### config.mk
export PLATFORM = sky130hd
export DESIGN_NAME = vga_scanout
export DESIGN_NICKNAME = d
export VERILOG_FILES = /design/src/rtl/vga_scanout.sv
export SDC_FILE = /design/constraint.sdc
export NUM_CORES = 1
export LEC_CHECK = 0
export ABC_CLOCK_PERIOD_IN_PS = 3400
export CORE_MARGIN = 2
export CORE_UTILIZATION = 60
export DETAILED_ROUTE_END_ITERATION = 6
export PLACE_DENSITY = 0.91
export RECOVER_POWER = 50
export SLEW_MARGIN = 20
export SYNTH_ARGS = -nofsm -noshare
export SYNTH_HDL_FRONTEND = slang
export SYNTH_SLANG_ARGS = --single-unit
### constraint.sdc
create_clock -name i_clk -period 3.4 [get_ports i_clk]
set_input_delay 0.85 -clock i_clk [delete_from_list [all_inputs] [get_ports i_clk]]
set_output_delay 0.85 -clock i_clk [all_outputs]
set_load 0.02 [all_outputs]
### src/rtl/vga_scanout.sv
// VGA raster engine: 640x480@60 timing over a 160x120 framebuffer.
// Pixel coordinates issue at stage 0; palette RGB and syncs land at stage 2.
module vga_scanout #(
  parameter int H_ACTIVE = 640,
  parameter int H_FP     = 16,
  parameter int H_SYNC   = 96,
  parameter int H_BP     = 48,
  parameter int V_ACTIVE = 480,
  parameter int V_FP     = 10,
  parameter int V_SYNC   = 2,
  parameter int V_BP     = 33,
  parameter bit SYNC_POL = 1'b0
) (
  input  logic        i_clk,
  input  logic        i_rst_n,
  output logic [7:0]  o_pxlX,
  output logic [7:0]  o_pxlY,
  input  logic [3:0]  i_value,
  input  logic        i_palWe,
  input  logic [3:0]  i_palIdx,
  input  logic [11:0] i_palData,
  output logic [3:0]  o_red,
  output logic [3:0]  o_green,
  output logic [3:0]  o_blue,
  output logic        o_hsync,
  output logic        o_vsync,
  output logic        o_frameStart,
  output logic        o_vblank
);

  localparam logic [9:0] HA   = 10'(H_ACTIVE);
  localparam logic [9:0] HMAX = 10'(H_ACTIVE + H_FP + H_SYNC + H_BP - 1);
  localparam logic [9:0] HS0  = 10'(H_ACTIVE + H_FP);
  localparam logic [9:0] HS1  = 10'(H_ACTIVE + H_FP + H_SYNC);
  localparam logic [9:0] VA   = 10'(V_ACTIVE);
  localparam logic [9:0] VMAX = 10'(V_ACTIVE + V_FP + V_SYNC + V_BP - 1);
  localparam logic [9:0] VS0  = 10'(V_ACTIVE + V_FP);
  localparam logic [9:0] VS1  = 10'(V_ACTIVE + V_FP + V_SYNC);

  logic [9:0]  hcount;
  logic [9:0]  vcount;
  logic        act0;
  logic        hs0;
  logic        vs0;
  logic        act1;
  logic        hs1;
  logic        vs1;
  logic [11:0] rgb;
  logic [11:0] pal [16];

  always_ff @(posedge i_clk or negedge i_rst_n) begin
    if (!i_rst_n) begin
      hcount <= '0;
      vcount <= '0;
    end else if (hcount == HMAX) begin
      hcount <= '0;
      vcount <= (vcount == VMAX) ? '0 : vcount + 10'd1;
    end else begin
      hcount <= hcount + 10'd1;
    end
  end

  // Each framebuffer pixel covers a 4x4 block of screen pixels.
  always_comb begin
    o_pxlX = 8'd0;
    o_pxlY = 8'd0;
    if (hcount < HA) o_pxlX = hcount[9:2];
    if (vcount < VA) o_pxlY = {1'b0, vcount[8:2]};
  end

  assign act0 = (hcount < HA) && (vcount < VA);
  assign hs0  = (hcount >= HS0) && (hcount < HS1);
  assign vs0  = (vcount >= VS0) && (vcount < VS1);

  assign o_frameStart = (hcount == 10'd0) && (vcount == 10'd0);
  assign o_vblank     = (vcount >= VA);

  always_ff @(posedge i_clk or negedge i_rst_n) begin
    if (!i_rst_n) begin
      act1 <= 1'b0;
      hs1  <= 1'b0;
      vs1  <= 1'b0;
    end else begin
      act1 <= act0;
      hs1  <= hs0;
      vs1  <= vs0;
    end
  end

  // Palette read uses the pre-write value when idx collides with a write.
  always_ff @(posedge i_clk or negedge i_rst_n) begin
    if (!i_rst_n) begin
      rgb     <= '0;
      o_hsync <= ~SYNC_POL;
      o_vsync <= ~SYNC_POL;
    end else begin
      rgb     <= act1 ? pal[i_value] : 12'h000;
      o_hsync <= hs1 ? SYNC_POL : ~SYNC_POL;
      o_vsync <= vs1 ? SYNC_POL : ~SYNC_POL;
    end
  end

  always_ff @(posedge i_clk or negedge i_rst_n) begin
    if (!i_rst_n) begin
      for (int k = 0; k < 16; k++) begin
        pal[k] <= {3{4'(k)}};
      end
    end else if (i_palWe) begin
      pal[i_palIdx] <= i_palData;
    end
  end

  assign {o_red, o_green, o_blue} = rgb;

endmodule
Word-level counts from Yosys, hierarchy flattened
Cells that the tools add are included.
{"block": "op_classes", "bitwise": 2, "add_sub_neg": 2, "eq_ne": 2, "order_cmp": 10, "muxes": 13, "n_reduce_logical": 7}
{"operator": "$bwmux W192", "n": 1}
{"operator": "$bmux W12 S4", "n": 1}
{"operator": "$demux W12 S4", "n": 1}
{"operator": "$mux W12", "n": 4}
{"operator": "$add A10 B1 Y10 const B", "n": 2}
{"operator": "$eq A10 B10 Y1 const B", "n": 2}
{"operator": "$ge A10 B9 Y1 const B", "n": 2}
{"operator": "$logic_not A10 Y1", "n": 2}
{"operator": "$lt A10 B10 Y1 const B", "n": 2}
{"operator": "$lt A10 B9 Y1 const B", "n": 2}
{"operator": "$mux W10", "n": 2}
{"operator": "$ge A10 B10 Y1 const B", "n": 1}
{"operator": "$ge A5 B5 Y1 const B", "n": 2}
{"operator": "$not A4 Y5", "n": 2}
{"operator": "$mux W8", "n": 1}
{"operator": "$mux W7", "n": 1}
{"operator": "$logic_and A1 B1 Y1", "n": 5}
{"operator": "$lt A5 B1 Y1 const B", "n": 1}
{"operator": "$mux W1", "n": 2}
{"block": "word_totals", "elab_cells": 60, "input_bits": 23, "regBits": 229, "out_inout_bits": 32}

Logic depth before layout (Yosys ltp)
{"block": "depth", "word_depth": 6, "ltp_mapped": 7, "ltp_nobuf": 5}

Least setup slack after synthesis
Ideal clock, no wire load.
{"block": "synth_timing", "path_type": "reg2out", "start": "register vcount[0]", "end": "output o_frameStart", "n_path_buf": 0, "path_slack_ps": 883, "path_stages_with_launch": 6, "arrival_ps": 1667, "required_ps": 2550, "cell_sequence": "dfrtp_1 -> inv_1 -> ha_1 -> nor4b_1 -> nand4_1 -> nor4_1"}
{"block": "synth_between", "elab_chain_len": 2}
{"element": "from (decl)", "line_no": "41", "text": "logic [9:0] vcount;"}
{"element": "from (signal assigned)", "line_no": "57", "text": "vcount <= (vcount == VMAX) ? '0 : vcount + 10'd1;"}
{"element": "$logic_not A10 Y1", "line_no": "75", "text": "assign o_frameStart = (hcount == 10'd0) && (vcount == 10'd0);"}
{"element": "$logic_and A1 B1 Y1", "line_no": "75"}
{"element": "to (decl)", "line_no": "27", "text": "output logic o_frameStart,"}
Every way passes these cells.

Worst setup path after layout
{"block": "layout_timing", "start": "register vcount[5]", "end": "output o_pxlY[5]"}
{"block": "layout_between", "elab_chain_len": 2}
{"element": "$lt A10 B9 Y1", "line_no": "68", "text": "if (vcount < VA) o_pxlY = {1'b0, vcount[8:2]};"}
{"element": "$mux W7", "line_no": "68"}
{"element": "to (decl)", "line_no": "17", "text": "output logic [7:0] o_pxlY,"}
Every way passes these cells.

==> results.cfg <==
[grt]
antenna_found_initial = 0
grt_max_degree = 95
grt_use_total = 0.268
grt_overflow_total = 0
grt_pass1_vias = 6984
grt_first_pass_wirelength_microns = 38600

[clocking]
cts_sinks = 229
postCtsHoldBufs = 0
cts_made_buffers = 23
clock_path_buffers = 3
cts-root-buf = clkbuf_16
postCtsSetupBuffers = 0
htree_levels = 1
clk_pin_slew_ns = 0.06
clk_latency_ns = 0.51
cts_tree = done

[power]
power_switching_mw = 1.88
seqPwrFrac = 0.484
powerDensity_nw_per_um2 = 633
netSwitchingFraction = 0.241
clkPwrFrac = 0.359
peakVddDrop_uv = 405
leakage_nw = 5.29
pwr-share-comb = 0.157
power_mw = 7.78
internal_power_mw = 5.91

[run]
cap_violations = 1

[sta]
clock_skew_ns = 0.0143
grt_setup_unrepaired = no
timing.final.crit_share = 0.929
slew_viol_final = 93
setup_viol_count_final = 0
tns_ns = 0
setup_ws_ns = 0.240
worstMarginPinSlew_ns = 2.39
period_minus_slack_ns = 3.16
hold_violations = 0
max_freq_mhz = 316
slew_headroom = -0.595

[layout]
n_antenna_cell = 0
mostFrequentLayoutCell = mux2_2
nets = 850
area_growth_pct = 14.9
final_cell_mix = mux2_2 (172), dfrtp_1 (131), dfstp_2 (98)
drive_above_1_share = 0.445

[yosys]
yosys.area.top_type = dfrtp_1
synth_flop_cell = dfrtp_1
synth_seq_area_share = 0.547
netlist_area_sq_um = 10700
syn-instance-count = 772
ys_warn_count = 0
syn_nets = 800
synth.area.top_cells = dfrtp_1 (31%), dfstp_2 (24%), mux2_2 (18%), mux2i_1 (6.3%), mux4_2 (3.4%)
syn_avg_cell_area_sq_um = 13.9
synth_edf_count = 0
yosysTopAreaCellShare = 0.306
ys_types = 47
async_flop_share = 1.00
synth-seq-cells = 229

[die]
placeableCoreArea_sq_um = 17400
dieArea_sq_um = 18900
initial_utilization = 0.616
io_pins = 55
die_w_microns = 138
die_h_microns = 138
rows = 48

[placement]
dp_slack_ns = 0.576
dp_hpwl_microns = 14600
portBuffers = 53
gp_congestion = 0.831

[worst_setup_path]
endpoint_kind = output pin
startpoint_type = flop
worst-path-max-fanout = 8
criticalPathCategory = reg -> out
arrival_ns = 2.31
required_ns = 2.55

[status]
outcome = finished with violations
failed_checks = capacitance limit, slew limit

[routing]
routed_wl_microns = 24000
drt_first_pass_iters = 5
wl_per_cell_microns = 22.6
drc = 0
avgViaCountPerCell = 6.32
drt_iter0_markers = 510
num_vias = 6718
ant_nets = 0

[min_path]
min_path_type = reg -> reg
-- sequential cells by signal, indices dropped and copies added (netlist names) --
register  count
rgb          12
vcount       10
vs1           1
o_vsync       1
act1          1
hcount       10
o_hsync       1
pal         192
hs1           1
-- routing by layer --
layer	global-route usage	up-vias	share of wire	routed length, microns
li1	-	2908	-	-
met3	0.0423	57	0.055	1320
met4	0.105	0	0.035	844
met5	0	-	0	0
met1	0.359	3505	0.41	9820
met2	0.441	248	0.50	12000
-- per-stage QoR --
step,area (sq um),instances,util,hold WS (ns)
3_5_place_dp,11500,1022,0.661,0.340
3_3_place_gp,11500,1022,0.661,0.341
4_1_cts,12300,1063,0.709,0.349
6_report,12300,1063,0.708,0.348
2_1_floorplan,10700,772,-,0.337
5_1_grt,12300,1063,0.708,0.358
-- logic make-up (layout without fill, tap and decap cells) --
| kind of cell | after synthesis | count (layout) | synth area share |
|---|---|---|---|
| buffers and inverters | 68 | 134 | 0.0335 |
| AOI/OAI and AO/OA | 58 | 58 | 0.0372 |
| other | 1 | 1 | 0.000351 |
| and+or+nand+nor | 125 | 125 | 0.0647 |
| DFF | 229 | 229 | 0.547 |
| muxes | 276 | 276 | 0.303 |
| xor gates and xnor gates | 10 | 10 | 0.00819 |
| adders and majority gates | 5 | 5 | 0.00585 |
-- cells in the mapped netlist (2+ instances only) --
cell type and n:
mux4_2 16, nand3_1 26, buf_6 5, mux2_2 172, a221oi_1 5, nand4_1 7
buf_4 8, nor4_1 6, nor2b_1 5, and2_1 14, o21ai_0 14, mux2i_1 67
a21oi_1 5, mux2_4 10, nand2_1 16, clkbuf_1 20, nand3b_1 2, nor2_1 18
a22oi_1 28, or3_4 2, ha_1 5, dfstp_2 98, dfrtp_1 131, buf_2 24
inv_1 9, xor2_1 3, xnor2_1 7, mux2_1 11, nor3_1 2, and3_1 8
nand2b_1 12
-- what timing repair did --
action                     CTS  global route
hold endpoints to repair     0             0
gates resized for setup      0             2
setup endpoints to repair    0             8
-- layout make-up --
class | count | area (sq um)
Tap cell | 225 | 282
Multi-Input combinational cell | 475 | 4480
Timing Repair Buffer | 84 | 796
Sequential cell | 229 | 5850
Clock buffer | 24 | 589
Inverter | 9 | 33.8
Clock inverter | 17 | 249
Fill cell | 1070 | 5070
-- final timing paths --
check,start,to,slack [ns],cells after the start
min in group asynchronous,i_rst_n,pal[132],1.04,1
max,vcount[5],o_pxlY[5],0.24,4
min,hs1,o_hsync,0.35,1
min reg2reg,hs1,o_hsync,0.35,1
max reg2reg,hcount[0],vcount[4],1.34,5
max in group asynchronous,i_rst_n,pal[182],0.50,2
-- worst max-delay path, stage by stage, from the launching register on --
cell and delay [ns]:
dfrtp_1 0.46, and3_1 0.27, a21oi_2 0.29, and2_1 0.18
clkdlybuf4s50_1 0.61
-- power by group through the flow --
stage	sequential (mW)	combinational, mW	clock [mW]
finish	3.77	1.22	2.79
global route	3.83	1.32	2.94
CTS	3.76	1.23	2.83
detailed placement	3.79	1.21	0
global placement	3.75	1.15	0
floorplan	3.73	0.863	0
Power figures use the tool's default switching activity.
